$ cat src/rtl/alu_issue_pkg.sv
// Shared definitions for the ALU issue stage: opcode encodings, instruction
// field layout and register-address width.
package alu_issue_pkg;

  localparam int INSTR_W    = 16;
  localparam int OP_W       = 3;
  localparam int REG_ADDR_W = 3;

  // Opcode encodings understood by the ALU. Codes 5..7 are not listed; the
  // issue stage passes them through untouched and the ALU answers with 0.
  typedef enum logic [OP_W-1:0] {
    OP_ADD = 3'b000,
    OP_SUB = 3'b001,
    OP_AND = 3'b010,
    OP_OR  = 3'b011,
    OP_XOR = 3'b100
  } opcode_e;

  // Instruction layout, MSB first: [15:13] opcode, [12:10] rd,
  // [9:7] rs1, [6:4] rs2, [3:0] don't care.
  typedef struct packed {
    logic [OP_W-1:0]       opcode;
    logic [REG_ADDR_W-1:0] rd;
    logic [REG_ADDR_W-1:0] rs1;
    logic [REG_ADDR_W-1:0] rs2;
    logic [3:0]            pad;
  } instr_t;

  // Split a raw instruction word into its fields.
  function automatic instr_t decode_instr(input logic [INSTR_W-1:0] raw);
    return instr_t'(raw);
  endfunction

  // Build a raw instruction word from its fields (pad bits zero).
  function automatic logic [INSTR_W-1:0] encode_instr(
    input logic [OP_W-1:0]       opcode,
    input logic [REG_ADDR_W-1:0] rd,
    input logic [REG_ADDR_W-1:0] rs1,
    input logic [REG_ADDR_W-1:0] rs2
  );
    return {opcode, rd, rs1, rs2, 4'b0000};
  endfunction

endpackage

$ cat src/rtl/alu_issue_regfile.sv
// Eight-entry register file: two combinational read ports, one retire write
// port and one host write port. r0 is hard-wired to zero. When both write
// ports target the same register on one edge, the retire write wins.
module alu_issue_regfile
  import alu_issue_pkg::*;
#(
  parameter int DATAWIDTH = 32,
  parameter int NREGS     = 8
) (
  input  logic                  clk,
  input  logic                  rst_n,
  input  logic [REG_ADDR_W-1:0] i_rd_addr_a,
  output logic [DATAWIDTH-1:0]  o_rd_data_a,
  input  logic [REG_ADDR_W-1:0] i_rd_addr_b,
  output logic [DATAWIDTH-1:0]  o_rd_data_b,
  input  logic                  i_ret_we,
  input  logic [REG_ADDR_W-1:0] i_ret_addr,
  input  logic [DATAWIDTH-1:0]  i_ret_data,
  input  logic                  i_host_we,
  input  logic [REG_ADDR_W-1:0] i_host_addr,
  input  logic [DATAWIDTH-1:0]  i_host_data
);

  logic [DATAWIDTH-1:0] r_regs [NREGS];

  // Storage update: entry 0 is never written, retire has priority over host.
  always_ff @(posedge clk or negedge rst_n) begin
    if (!rst_n) begin
      for (int i = 0; i < NREGS; i++) begin
        r_regs[i] <= '0;
      end
    end else begin
      for (int i = 1; i < NREGS; i++) begin
        if (i_ret_we && (i_ret_addr == REG_ADDR_W'(i))) begin
          r_regs[i] <= i_ret_data;
        end else if (i_host_we && (i_host_addr == REG_ADDR_W'(i))) begin
          r_regs[i] <= i_host_data;
        end
      end
    end
  end

  // Read ports: address 0 always returns zero.
  always_comb begin
    o_rd_data_a = '0;
    o_rd_data_b = '0;
    if (i_rd_addr_a != '0) o_rd_data_a = r_regs[i_rd_addr_a];
    if (i_rd_addr_b != '0) o_rd_data_b = r_regs[i_rd_addr_b];
  end

endmodule

$ cat src/rtl/alu_issue.sv
// ALU issue stage: accepts one instruction at a time, reads its operands from
// the register file (with bypassing of same-edge writes), holds them for the
// downstream ALU, and writes the ALU result back when the ALU side retires it.
//
// Handshake: a transfer happens on a rising edge where valid && ready are both
// high. Upstream (in_valid/in_ready) may hold in_valid and the instruction
// until accepted; downstream (out_valid/out_ready) sees out_valid and the
// operands held stable until out_ready is high. in_ready depends only on the
// output stage (!out_valid || out_ready), never on in_valid.
module alu_issue
  import alu_issue_pkg::*;
#(
  parameter int DATAWIDTH = 32,
  parameter int NREGS     = 8
) (
  input  logic                  clk,
  input  logic                  rst_n,
  input  logic                  in_valid,
  input  logic [INSTR_W-1:0]    in_instr,
  output logic                  in_ready,
  output logic                  out_valid,
  input  logic                  out_ready,
  output logic [OP_W-1:0]       opcode,
  output logic [DATAWIDTH-1:0]  data1,
  output logic [DATAWIDTH-1:0]  data2,
  input  logic [DATAWIDTH-1:0]  alu_result,
  input  logic                  wr_en,
  input  logic [REG_ADDR_W-1:0] wr_addr,
  input  logic [DATAWIDTH-1:0]  wr_data,
  output logic [15:0]           retired_cnt
);

  // Output stage registers.
  logic                  r_out_valid;
  logic [OP_W-1:0]       r_opcode;
  logic [DATAWIDTH-1:0]  r_data1;
  logic [DATAWIDTH-1:0]  r_data2;
  logic [REG_ADDR_W-1:0] r_held_rd;
  logic [15:0]           r_retired_cnt;

  // Decode and handshake wires.
  instr_t                w_instr;
  logic [3:0]            w_unused_pad;
  logic                  w_accept;
  logic                  w_retire;
  logic [DATAWIDTH-1:0]  w_rf_rd_a;
  logic [DATAWIDTH-1:0]  w_rf_rd_b;
  logic [DATAWIDTH-1:0]  w_op_a;
  logic [DATAWIDTH-1:0]  w_op_b;

  assign w_instr      = decode_instr(in_instr);
  assign w_unused_pad = w_instr.pad;

  assign in_ready  = !r_out_valid || out_ready;
  assign w_accept  = in_valid && in_ready;
  assign w_retire  = r_out_valid && out_ready;

  assign out_valid   = r_out_valid;
  assign opcode      = r_opcode;
  assign data1       = r_data1;
  assign data2       = r_data2;
  assign retired_cnt = r_retired_cnt;

  alu_issue_regfile #(
    .DATAWIDTH (DATAWIDTH),
    .NREGS     (NREGS)
  ) u_regfile (
    .clk         (clk),
    .rst_n       (rst_n),
    .i_rd_addr_a (w_instr.rs1),
    .o_rd_data_a (w_rf_rd_a),
    .i_rd_addr_b (w_instr.rs2),
    .o_rd_data_b (w_rf_rd_b),
    .i_ret_we    (w_retire),
    .i_ret_addr  (r_held_rd),
    .i_ret_data  (alu_result),
    .i_host_we   (wr_en),
    .i_host_addr (wr_addr),
    .i_host_data (wr_data)
  );

  // Operand bypass: a retiring result to the same nonzero register beats a
  // same-edge host write, which in turn beats the stored register value.
  // Register 0 never bypasses, so it always reads zero.
  always_comb begin
    w_op_a = w_rf_rd_a;
    w_op_b = w_rf_rd_b;
    if (w_instr.rs1 != '0) begin
      if (w_retire && (r_held_rd == w_instr.rs1)) begin
        w_op_a = alu_result;
      end else if (wr_en && (wr_addr == w_instr.rs1)) begin
        w_op_a = wr_data;
      end
    end
    if (w_instr.rs2 != '0) begin
      if (w_retire && (r_held_rd == w_instr.rs2)) begin
        w_op_b = alu_result;
      end else if (wr_en && (wr_addr == w_instr.rs2)) begin
        w_op_b = wr_data;
      end
    end
  end

  // Output stage: load on accept, drop valid on retire without refill.
  always_ff @(posedge clk or negedge rst_n) begin
    if (!rst_n) begin
      r_out_valid <= 1'b0;
      r_opcode    <= '0;
      r_data1     <= '0;
      r_data2     <= '0;
      r_held_rd   <= '0;
    end else if (w_accept) begin
      r_out_valid <= 1'b1;
      r_opcode    <= w_instr.opcode;
      r_data1     <= w_op_a;
      r_data2     <= w_op_b;
      r_held_rd   <= w_instr.rd;
    end else if (w_retire) begin
      r_out_valid <= 1'b0;
    end
  end

  // Retire counter, wraps naturally at 16 bits.
  always_ff @(posedge clk or negedge rst_n) begin
    if (!rst_n) begin
      r_retired_cnt <= '0;
    end else if (w_retire) begin
      r_retired_cnt <= r_retired_cnt + 16'd1;
    end
  end

endmodule

$ cat config.mk
export PLATFORM = sky130hd
export DESIGN_NAME = alu_issue
export DESIGN_NICKNAME = d
export VERILOG_FILES = /design/src/rtl/alu_issue_pkg.sv /design/src/rtl/alu_issue_regfile.sv /design/src/rtl/alu_issue.sv
export SDC_FILE = /design/constraint.sdc
export NUM_CORES = 1
export LEC_CHECK = 0
export BUFFER_PORTS_ARGS = -buffer_cell sky130_fd_sc_hd__buf_2
export CORE_MARGIN = 10
export CORE_UTILIZATION = 48
export DETAILED_ROUTE_END_ITERATION = 8
export PLACE_DENSITY = 0.67
export SLEW_MARGIN = 15
export SYNTH_ARGS = -nofsm -noshare
export SYNTH_HDL_FRONTEND = slang
export SYNTH_SLANG_ARGS = --single-unit
$ cat constraint.sdc
create_clock -name clk -period 3.3 [get_ports clk]
set_input_delay 0 -clock clk [delete_from_list [all_inputs] [get_ports clk]]
set_output_delay 0 -clock clk [all_outputs]
set_load 0.02 [all_outputs]
==> impl_metrics.py <==
metrics = {
    "sta": {
        "max_slew_margin": 0.2145,
        "fmax_mhz": 360.8,
        "rsz0062_at_grt": "false",
        "setup_tns_ns": 0,
        "setup_slack_ns": 0.5281,
        "clock_skew_ns": 0.02470,
        "period_share": 0.8400,
        "min_period_ns": 2.772,
        "worst_slew_pin_slew_ns": 1.169,
        "slew_viol_final": 0,
        "final_hold_viol_count": 0,
        "setup_viol": 0,
    },
    "clock_tree": {
        "cts.repair.resized": 0,
        "cts_hold_buffers": 106,
        "worstSkewPairLatency_ns": 0.54,
        "cts_buffers": 36,
        "root_buffer": "clkbuf_16",
        "clock-sinks": 311,
        "cts_setup_buffers": 0,
        "clkTransAtPathRegs_ns": 0.06,
        "cts_buffer_depth": 3,
        "cts_tree": "built",
        "htreeDepth": 2,
    },
    "die": {
        "chipHeight_um": 217.4,
        "num_rows": 72,
        "die_w_um": 217.4,
        "core_um2": 38560,
        "num_io_pins": 173,
        "start_util": 0.4853,
        "die_area_um2": 47280,
    },
    "synthesis": {
        "postSynthCellCount": 1967,
        "syn_area_um2": 18710,
        "syn_nets": 2056,
        "synth_edf_count": 0,
        "ys_dominant_reg_cell": "dfrtp_1",
        "yosysWarnings": 32,
        "async_flop_share": 1.000,
        "syn_avg_cell_area_um2": 9.513,
        "synth_seq_area_share": 0.4159,
        "ys_ff_latch": 311,
        "yosysUniqueCellTypes": 44,
    },
    "pwr": {
        "power_w": 0.01449,
        "powerDensity_nw_per_um2": 659.2,
        "ir_worst_vdd_uv": 364.9,
        "p_leak_nw": 9.724,
    },
    "layout": {
        "stdcell_area_um2": 21970,
        "layout_commonest_cell": "mux2i_1",
        "synthToLayoutAreaGrowth_pct": 17.42,
        "fin_cells": 2644,
        "nNetsFinal": 2187,
        "drive_above_1_share": 0.1755,
        "final_cell_mix": "mux2i_1, dfrtp_1, nand2_1",
    },
    "worst_setup_path": {
        "critPathSlowestCell": "nor2_4",
        "cp-start-kind": "register",
        "crit_type": "register to register",
        "arrival_ns": 3.18,
        "crit_path_cell_trace": "and2_1, nand2_1, nor2_4, buf_4, o21ai_0, dlygate4sd3_1",
        "cp-end-kind": "register",
        "required_ns": 3.71,
        "worst-path-max-fanout": 24,
        "worst-path-buf-inv": 2,
        "crit_family": "simple AND/OR/NAND/NOR gates",
        "cpPeakStageDelay_ns": 0.60,
    },
    "global_routing": {
        "grt_pass1_vias": 17000,
        "grt_pass1_wl_um": 101200,
        "overflow": 0,
        "grt_max_degree": 95,
        "antenna_found_initial": 2,
        "grt_usage": 0.2704,
    },
    "placed_design": {
        "place_inst": 2472,
        "hpwl_um": 38160,
        "dp_worst_setup_slack_ns": 1.017,
        "port_buffers": 168,
        "gp_congestion": 0.8625,
        "place_area_um2": 19720,
    },
    "job": {
        "maxCapViolations": 0,
    },
    "outcome": {
        "status": "complete, no violations",
    },
    "routing": {
        "drtPass1Iterations": 5,
        "routed_wl_um": 65570,
        "drt_iter0_drc": 1756,
        "ant_nets": 0,
        "wl_per_cell_um": 24.80,
        "vias_per_cell": 6.338,
        "vias": 16760,
        "drc": 0,
    },
    "worst_hold_path": {
        "holdCritPathClass": "primary input to asynchronous set/reset pin",
    },
}
==> metrics by stage <==
step / utilization / hold WS [ns]
detailed placement: 0.5115 / 0.09590
global placement: 0.5115 / 0.09257
finish: 0.5699 / 0.1215
floorplan: - / -0.2956
global route: 0.5699 / 0.2126
CTS: 0.5698 / 0.1504
==> final timing paths <==
| check | startpoint | end | slack (ns) | cells past startpoint |
|---|---|---|---|---|
| setup reg to reg | out_valid | u_regfile.r_regs[83] | 0.53 | 6 |
| max in group asynchronous | rst_n | u_regfile.r_regs[50] | 2.18 | 3 |
| min in group clk | wr_addr[0] | u_regfile.r_regs[98] | 0.17 | 4 |
| setup / recovery | out_valid | u_regfile.r_regs[83] | 0.53 | 6 |
| hold reg to reg | retired_cnt[15] | retired_cnt[15] | 0.46 | 1 |
| hold / removal | rst_n | retired_cnt[6] | 0.12 | 2 |
==> routing by layer <==
layer,track usage,share of wire,wire (µm)
met1,0.3448,0.41,26810
met2,0.4440,0.47,30930
met3,0.04577,0.078,5136
met4,0.1184,0.041,2672
met5,0,0.00020,13
==> registers in the layout, indices dropped and copies added (netlist names) <==
signal / count
opcode: 3
out_valid: 1
u_regfile.r_regs: 224
r_held_rd: 3
retired_cnt: 16
data2: 32
data1: 32
==> kinds of logic after synthesis <==
| group | share of synthesized area |
|---|---|
| buf+inv | 0.06151 |
| flops | 0.4159 |
| mux | 0.2138 |
| fa+ha+maj | 0.0006685 |
| compound gates | 0.2021 |
| xor+xnor | 0.01264 |
| simple gates | 0.09348 |
==> cells in the mapped netlist, types with 6 or more instances <==
| library cell | count | area, µm² |
|---|---|---|
| buf_4 | 18 | 135.1 |
| o21ai_1 | 29 | 145.1 |
| nand4_1 | 8 | 50.05 |
| mux2i_1 | 322 | 3223 |
| a221oi_1 | 84 | 735.7 |
| a2111oi_0 | 30 | 262.8 |
| mux2_2 | 65 | 732.0 |
| nor2b_1 | 35 | 219.0 |
| a221o_1 | 31 | 310.3 |
| a211oi_1 | 64 | 480.5 |
| buf_2 | 67 | 335.3 |
| o21ai_0 | 249 | 1246 |
| xnor2_1 | 24 | 210.2 |
| nand2b_1 | 6 | 37.54 |
| clkbuf_1 | 136 | 510.5 |
| nand2_1 | 269 | 1010 |
| buf_6 | 11 | 123.9 |
| nor3_1 | 12 | 60.06 |
| nor2_1 | 42 | 157.7 |
| dfrtp_1 | 311 | 7782 |
| a21oi_1 | 96 | 480.5 |
==> worst register-to-register path, cell delays in order (launching register included) <==
cell	delay, ns
dfrtp_1	0.38
and2_1	0.30
nand2_1	0.25
nor2_4	0.60
buf_4	0.39
o21ai_0	0.16
dlygate4sd3_1	0.58
==> layout make-up <==
cell class,instances,area [µm²]
tap,518,648.1
clock buffer,51,1059
sequential,311,7782
fill,3468,16580
multi-input combinational,1414,9877
clock inverter,14,130.1
antenna,1,2.502
timing repair buffer,335,2475
==> power breakdown <==
group,internal (W),switching [W]
Combinational,0.00204,0.00225
Sequential,0.00509,0.00103
Clock,0.00240,0.00168
No activity file was read; power rests on OpenSTA's default activity.
